`src/rtl/fpu_add_sub_normalizer_pkg.sv`:
```
// Shared FP16 constants and types for the add/sub normalizer slice.
//   fp16_t        : packed half-precision {sign, exp[4:0], frac[9:0]}
//   EXP_MAX       : all-ones exponent (infinity encoding)
//   RAW_MANT_W    : raw adder mantissa {carry, hidden, frac[9:0], G, R, S}
//   MAX_LSHIFT    : left-shift budget per operation
//   norm_state_e  : normalizer FSM states
package fpu_add_sub_normalizer_pkg;

  localparam int unsigned FP16_EXP_W  = 5;
  localparam int unsigned FP16_FRAC_W = 10;
  localparam int unsigned RAW_MANT_W  = 15;
  localparam int unsigned MAX_LSHIFT  = 11;

  localparam logic [FP16_EXP_W-1:0] EXP_MAX = 5'd31;

  typedef struct packed {
    logic                   sign;
    logic [FP16_EXP_W-1:0]  exp;
    logic [FP16_FRAC_W-1:0] frac;
  } fp16_t;

  typedef enum logic [1:0] {
    S_IDLE,
    S_NORM,
    S_ROUND,
    S_DONE
  } norm_state_e;

endpackage

```
`src/rtl/fpuRounder.sv`:
```
// Combinational rounder for the normalizer.
// Macro: FPU_NORM_ROUND_EN selects round-to-nearest-even; otherwise truncate.
// Ports:
//   mant_in  : {hidden, frac[9:0]} before rounding
//   grs      : guard, round, sticky bits
//   mant_out : {hidden, frac[9:0]} after rounding
//   carry    : increment rippled out above the hidden position
module fpuRounder
  import fpu_add_sub_normalizer_pkg::*;
(
  input  logic [FP16_FRAC_W:0] mant_in,
  input  logic [2:0]           grs,
  output logic [FP16_FRAC_W:0] mant_out,
  output logic                 carry
);

`ifdef FPU_NORM_ROUND_EN
  logic                 round_up;
  logic [FP16_FRAC_W+1:0] sum;

  // Round up above half, or on an exact tie when the LSB is odd.
  assign round_up = grs[2] & (grs[1] | grs[0] | mant_in[0]);
  assign sum      = {1'b0, mant_in} + {{(FP16_FRAC_W+1){1'b0}}, round_up};
  assign mant_out = sum[FP16_FRAC_W:0];
  assign carry    = sum[FP16_FRAC_W+1];
`else
  logic grs_unused;

  assign grs_unused = ^grs;
  assign mant_out   = mant_in;
  assign carry      = 1'b0;
`endif

endmodule

```
`src/rtl/fpu_add_sub_normalizer.sv`:
```
// FP16 add/sub post-normalizer: takes the raw adder result, normalizes it
// (one right shift on carry-out, or up to MAX_LSHIFT left shifts), rounds
// and packs it into fp16_t, then holds it until the consumer accepts.
// Macro: FPU_NORM_ROUND_EN enables round-to-nearest-even (default truncate).
// Ports:
//   clock, reset_n      : clock, asynchronous active-low reset
//   in_valid / in_ready : raw-result handshake (ready only while idle)
//   in_sign, in_exp     : sign and biased exponent (0 is treated as 1)
//   in_mant             : {carry, hidden, frac[9:0], G, R, S}
//   out_valid/out_ready : result handshake
//   result              : packed fp16_t
module fpu_add_sub_normalizer
  import fpu_add_sub_normalizer_pkg::*;
(
  input  logic                  clock,
  input  logic                  reset_n,
  input  logic                  in_valid,
  output logic                  in_ready,
  input  logic                  in_sign,
  input  logic [FP16_EXP_W-1:0] in_exp,
  input  logic [RAW_MANT_W-1:0] in_mant,
  output logic                  out_valid,
  input  logic                  out_ready,
  output logic [15:0]           result
);

  // One extra exponent bit so carry/round increments past 31 are visible.
  localparam int unsigned WEXP_W = FP16_EXP_W + 1;

  norm_state_e             state_q, state_d;
  logic                    sign_q, sign_d;
  logic [WEXP_W-1:0]       exp_q, exp_d;
  logic [RAW_MANT_W-1:0]   mant_q, mant_d;
  logic [3:0]              shift_cnt_q, shift_cnt_d;
  fp16_t                   result_q, result_d;

  logic [FP16_FRAC_W:0]    rnd_mant;
  logic                    rnd_carry;
  logic                    rnd_hidden;
  logic [WEXP_W-1:0]       rnd_exp;
  fp16_t                   packed_res;

  fpuRounder u_rounder (
    .mant_in  (mant_q[RAW_MANT_W-2:3]),
    .grs      (mant_q[2:0]),
    .mant_out (rnd_mant),
    .carry    (rnd_carry)
  );

  always_ff @(posedge clock or negedge reset_n) begin
    if (!reset_n) begin
      state_q     <= S_IDLE;
      sign_q      <= 1'b0;
      exp_q       <= '0;
      mant_q      <= '0;
      shift_cnt_q <= '0;
      result_q    <= '0;
    end else begin
      state_q     <= state_d;
      sign_q      <= sign_d;
      exp_q       <= exp_d;
      mant_q      <= mant_d;
      shift_cnt_q <= shift_cnt_d;
      result_q    <= result_d;
    end
  end

  // Rounding carry past the hidden bit renormalizes to 1.0 at exp+1 (the
  // rounder wraps its fraction to zero). A subnormal that rounds into the
  // hidden bit becomes normal at the exponent it already holds (1).
  always_comb begin
    rnd_hidden = rnd_carry | rnd_mant[FP16_FRAC_W];
    rnd_exp    = exp_q + {{(WEXP_W-1){1'b0}}, rnd_carry};
    packed_res = '0;
    packed_res.sign = sign_q;
    if (mant_q == '0) begin
      packed_res.exp  = '0;
      packed_res.frac = '0;
    end else if (!rnd_hidden) begin
      packed_res.exp  = '0;
      packed_res.frac = rnd_mant[FP16_FRAC_W-1:0];
    end else if (rnd_exp >= {1'b0, EXP_MAX}) begin
      packed_res.exp  = EXP_MAX;
      packed_res.frac = '0;
    end else begin
      packed_res.exp  = rnd_exp[FP16_EXP_W-1:0];
      packed_res.frac = rnd_mant[FP16_FRAC_W-1:0];
    end
  end

  always_comb begin
    state_d     = state_q;
    sign_d      = sign_q;
    exp_d       = exp_q;
    mant_d      = mant_q;
    shift_cnt_d = shift_cnt_q;
    result_d    = result_q;

    unique case (state_q)
      S_IDLE: begin
        if (in_valid) begin
          sign_d      = in_sign;
          exp_d       = (in_exp == '0) ? WEXP_W'(1) : {1'b0, in_exp};
          mant_d      = in_mant;
          shift_cnt_d = '0;
          state_d     = S_NORM;
        end
      end
      S_NORM: begin
        if (mant_q[RAW_MANT_W-1]) begin
          // Bit shifted out of position 0 folds into sticky.
          mant_d  = {1'b0, mant_q[RAW_MANT_W-1:2], mant_q[1] | mant_q[0]};
          exp_d   = exp_q + WEXP_W'(1);
          state_d = S_ROUND;
        end else if (mant_q == '0) begin
          state_d = S_ROUND;
        end else if (mant_q[RAW_MANT_W-2] || exp_q == WEXP_W'(1) ||
                     shift_cnt_q == 4'(MAX_LSHIFT)) begin
          state_d = S_ROUND;
        end else begin
          mant_d      = {mant_q[RAW_MANT_W-2:0], 1'b0};
          exp_d       = exp_q - WEXP_W'(1);
          shift_cnt_d = shift_cnt_q + 4'd1;
        end
      end
      S_ROUND: begin
        result_d = packed_res;
        state_d  = S_DONE;
      end
      S_DONE: begin
        if (out_ready) begin
          state_d = S_IDLE;
        end
      end
      default: state_d = S_IDLE;
    endcase
  end

  assign in_ready  = (state_q == S_IDLE);
  assign out_valid = (state_q == S_DONE);
  assign result    = result_q;

endmodule

```
`config.mk`:
```
export PLATFORM = sky130hd
export DESIGN_NAME = fpu_add_sub_normalizer
export DESIGN_NICKNAME = d
export VERILOG_FILES = /design/src/rtl/fpu_add_sub_normalizer_pkg.sv /design/src/rtl/fpuRounder.sv /design/src/rtl/fpu_add_sub_normalizer.sv
export SDC_FILE = /design/constraint.sdc
export NUM_CORES = 1
export LEC_CHECK = 0
export BUFFER_PORTS_ARGS = -buffer_cell sky130_fd_sc_hd__buf_4
export CORE_ASPECT_RATIO = 1.25
export CORE_MARGIN = 4
export CORE_UTILIZATION = 45
export CTS_CLUSTER_DIAMETER = 200
export DETAILED_ROUTE_END_ITERATION = 8
export PLACE_DENSITY_LB_ADDON = 0.3
export SLEW_MARGIN = 20
export SYNTH_ARGS = -nofsm -noshare
export SYNTH_HDL_FRONTEND = slang
export SYNTH_SLANG_ARGS = --single-unit
```
`constraint.sdc`:
```
create_clock -name clock -period 2 [get_ports clock]
set_input_delay 0.1 -clock clock [delete_from_list [all_inputs] [get_ports clock]]
set_output_delay 0.1 -clock clock [all_outputs]
set_load 0.01 [all_outputs]
```
Word-level counts from Yosys, hierarchy flattened
Index checks and enable logic that the tools add are counted.
Widths: inputs -> output; s select.
- bits of input ports: 25
- register bits: 44
- reductions and logical operators: 11
- add/sub/neg operators: 3
- equality and inequality tests: 13
- mux-type cells: 25
- order comparisons: 1
- bitwise logic cells: 1
- operators by type and width (cell ; count):
    $mux 15 ; 7
    $pmux 15 s2 ; 1
    $mux 6 ; 4
    $mux 4 ; 4
    $logic_not 15->1 ; 1
    $pmux 6 s2 ; 1
    $mux 2 ; 5
    $ne 2x2->1 const B ; 4
    $pmux 2 s4 ; 1
    $pmux 4 s2 ; 1
    $add 6x1->6 const B ; 1
    $eq 6x1->1 const B ; 1
    $ge 6x5->1 const B ; 1
    $ne 3x3->1 const B ; 2
    $sub 6x1->6 const B ; 1
    $logic_not 5->1 ; 1
    $mux 5 ; 1
    $reduce_and 5->1 ; 1
    $add 4x1->4 const B ; 1
    $eq 2x2->1 const B ; 2
    $eq 4x4->1 const B ; 1
    $ne 4x4->1 const B ; 1
    $reduce_and 2->1 ; 2
    $reduce_and 4->1 ; 1
    other kinds (7) ; 8

Longest topological paths before layout
- depth after elaboration: 7
- gate-level depth with buffers: 8

Cells and area by module
Synthesis repeated with hierarchy kept, for this count alone.
- cells, all modules: 289
- area total of the unflattened synthesis: 2641.3 µm²
- by module, submodules not included (module ; instances ; area each (µm²) ; cells an instance):
    fpu_add_sub_normalizer ; 1 ; 2547.4 ; 276
    fpuRounder ; 1 ; 93.8 ; 13

Worst setup path after synthesis
Ideal clock, no wire load.
- kind: register -> register
- from: register state_q[0]
- to: register mant_q[10]
- cell stages (with the launch flop): 9
- data required time: 1.875 ns
- buffers on the path: 2
- slack: -0.037 ns
- setup time: 0.125 ns
- arrival time: 1.912 ns
- cell sequence: dfrtp_1 > inv_1 > ha_1 > clkbuf_1 > nand2b_1 > o21ai_1 > a21o_4 > buf_8 > mux2_4
- word-level cells in the longest chain between the ends: 3
- ends and longest elaborated chain (element ; RTL line ; source):
    start: declaration ; fpu_add_sub_normalizer.sv:30 ; norm_state_e state_q, state_d;
    start signal: assignment ; fpu_add_sub_normalizer.sv:59 ; state_q <= state_d;
    $logic_not 2->1 (*) ; -- ;
    named net in_ready ; fpu_add_sub_normalizer.sv:18 ; output logic in_ready,
    $ne 2x2->1 (no source line) or $reduce_bool 2->1 (tied branches) ; -- ;
    $reduce_and 4->1 (no source line) ; -- ;
    end signal: assignment ; fpu_add_sub_normalizer.sv:62 ; mant_q <= mant_d;
    end: declaration ; fpu_add_sub_normalizer.sv:33 ; logic [RAW_MANT_W-1:0] mant_q, mant_d;
Mark *: on every way through the listed nets, which the timed path passes. The rest lies on a longest branch.
A chain may end at the register's enable or synchronous reset.

Final worst setup path
- from: register exp_q[0]
- to: register state_q[1]
- word-level cells in the longest chain between the ends: 5
- ends and longest elaborated chain (element ; RTL line ; source):
    start: declaration ; fpu_add_sub_normalizer.sv:32 ; logic [WEXP_W-1:0] exp_q, exp_d;
    start signal: assignment ; fpu_add_sub_normalizer.sv:61 ; exp_q <= exp_d;
    $eq 6x1->1 ; fpu_add_sub_normalizer.sv:117 ; end else if (mant_q[RAW_MANT_W-2] || exp_q == WEXP_W'(1) ||
    $logic_or 1x1->1 (2 in a row) ; fpu_add_sub_normalizer.sv:117 ;
    $ne 4x4->1 (no source line) ; -- ;
    $reduce_and 3->1 (no source line) ; -- ;
Every way passes these cells.

==> flow_metrics.tcl <==
set metrics [dict create \
    status "finished clean" \
    start_util 0.473 \
    wl_um 6110 \
    post-route-util 0.608 \
    ir_drop_uv 1020 \
    fin_setup_tns_ns 0 \
    htree_levels 2 \
    syn_area_um2 2610 \
    grt_overflow 0 \
    grt_max_degree 45 \
    synth.avg_cell_area_um2 9.62 \
    detail_route.iter0.violations 104 \
    period_share 0.966 \
    fin_skew_ns 0.0128 \
    start_kind "flip-flop" \
    cts_tree "built" \
    gp_congestion 0.837 \
    final_common_cell "buf_4" \
    die_area_um2 7080 \
    cts_root_buf "clkbuf_8" \
    final_max_slew_viol_count 0 \
    grt_pass1_vias 2151 \
    grt_usage 0.174 \
    hp-class "in -> reg" \
    yosys-top-cells-area "dfrtp_1, mux2_4, o21ai_0, nand2_1, ha_1" \
    p_leak_nw 1.60 \
    via_per_inst 5.51 \
    crit_start "exp_q[0]" \
    cp_max_fo 5 \
    antenna_found_initial 0 \
    rsz0062_at_grt "no" \
    syn2layout_area_growth_pct 28.6 \
    ys_seq_area_frac 0.422 \
    finalPower_mw 5.70 \
    fp.dieW_um 76.1 \
    critPathCaptureType "flip-flop" \
    fillers 480 \
    final_cell_mix "buf_4, dfrtp_1, nand2_1, inv_1, o21ai_0" \
    route.detailed.drc 0 \
    min-delay-start "in_sign" \
    maxCapViolCount 0 \
    synth_nets 304 \
    worstMarginPinSlew_ns 0.565 \
    crit_arrival_ns 2.12 \
    cts.sinks 44 \
    final_cells 407 \
    placedCellCount 395 \
    drive_gt1_frac 0.353 \
    fin_nets 375 \
    wl_per_cell_um 15.0 \
    holdPathStages 2 \
    fmax_ghz 0.518 \
    grt_pass1_wl_um 10100 \
    clk_latency_ns 0.30 \
    rows 30 \
    coreArea_um2 5520 \
    cp.required_ns 2.18 \
    n_antenna_cell 0 \
    path_class "reg -> reg" \
    hold_viol 0 \
    dieHeight_um 93.1 \
    dr.pass1.iters 4 \
    port_buffers 42 \
    power_density_nw_per_um2 1700 \
    r2r_start "exp_q[0]" \
    vias 2242 \
    setup_viol 0 \
    synth.top_cell.area_share 0.422 \
    layout_min_cycle_time_ns 1.93 \
    synth_top_cell_by_area "dfrtp_1" \
    clkTransAtPathRegs_ns 0.09 \
    ys_warn_count 0 \
    reg2regPathDepth 6 \
    postSynthCellCount 271 \
    pin_count 43 \
    relSlewSlack 0.623 \
    synthDistinctLibCells 54 \
    clockBufferDepth 2 \
    postRouteAntennaNets 0 \
    synth-seq-cells 44 \
    numCtsBuffers 5 \
    place_hpwl_um 4410 \
]
## flip-flops by register name, summed over array words and instances, names as in the netlist
signal	count
shift_cnt_q	4
exp_q	6
mant_q	15
result	16
state_q	2
sign_q	1
## kinds of logic after synthesis
| kind of cell | count (synthesis) | share of synthesized area |
|---|---|---|
| adder cells (fa/ha/maj) | 8 | 0.0384 |
| buffers and inverters | 42 | 0.0691 |
| flip-flops | 44 | 0.422 |
| AND/OR/NAND/NOR | 77 | 0.153 |
| XOR/XNOR | 1 | 0.00336 |
| AO/OA/AOI/OAI | 77 | 0.211 |
| multiplexers | 22 | 0.103 |
## per-layer routing
layer	up-vias	global-route usage	wire, um
met5	-	0	0
met1	1089	0.215	2670
li1	1109	-	-
met4	0	0.0525	99
met2	34	0.309	3140
met3	10	0.0328	189
## repair_timing
action,CTS,global route
setup buffers,0,2
hold buffers,1,0
endpoints found under the hold margin,44,0
endpoints found under the setup margin,0,16
gates resized for setup,0,9
## power breakdown
group	total, mW	switching, mW	internal [mW]
Clock	0.576	0.328	0.248
Combinational	3.52	1.74	1.78
Sequential	1.61	0.297	1.31
Total	5.70	2.37	3.34
## final timing paths
kind	end	slack (ns)
setup / recovery	state_q[1]	0.07
hold / removal	sign_q	0.04
setup reg to reg	state_q[1]	0.07
hold reg to reg	shift_cnt_q[3]	0.51
max in group asynchronous	result[9]	1.28
min in group asynchronous	sign_q	0.33
## stage by stage
step / instance area, um2 / worst slack (ns) / hold WS [ns]
6_report: 3350 / 0.0682 / 0.0390
5_1_grt: 3350 / 0.00640 / 0.0361
4_1_cts: 3300 / 0.00206 / 0.0348
3_5_place_dp: 3200 / 0.0202 / 0.136
3_3_place_gp: 3200 / 0.0590 / 0.132
2_1_floorplan: 2610 / 0.0467 / -0.196
## worst max-delay path, stage by stage (launching register included)
cell       delay [ns]
dfrtp_1          0.41
ha_1             0.22
nor3b_4          0.17
a2111oi_4        0.39
and2_4           0.26
a221oi_4         0.07
mux2_4           0.30
## synth_stat cells, drive strengths merged
cell type / number
a211o: 1
o21bai: 1
nand3: 8
and2: 2
inv: 24
a22o: 1
nand4: 5
a21oi: 16
nor2b: 1
and3b: 1
nor3b: 1
buf: 7
mux2: 15
a32o: 1
nand3b: 1
nand2b: 2
clkinv: 1
a2bb2oi: 1
o21ai: 26
and3: 6
or3: 2
o211ai: 6
a41o: 1
clkbuf: 10
a31oi: 1
o31ai: 1
ha: 8
a221oi: 1
or4: 1
nand2: 27
a21boi: 1
a22oi: 8
a2111oi: 1
xor2: 1
o22ai: 3
o32ai: 3
nor2: 13
a31o: 1
nor4: 5
a311o: 1
mux2i: 7
dfrtp: 44
nor3: 2
a21o: 2
## cell type report
type | count | area (um2) | share of cell area
Multi-Input combinational cell | 186 | 1370 | 0.408
Tap cell | 64 | 80.1 | 0.0239
Clock buffer | 5 | 68.8 | 0.0205
Sequential cell | 44 | 1100 | 0.328
Timing Repair Buffer | 80 | 616 | 0.184
Inverter | 25 | 97.6 | 0.0291
Clock inverter | 3 | 23.8 | 0.00709
(Power assumes the default switching activity.)
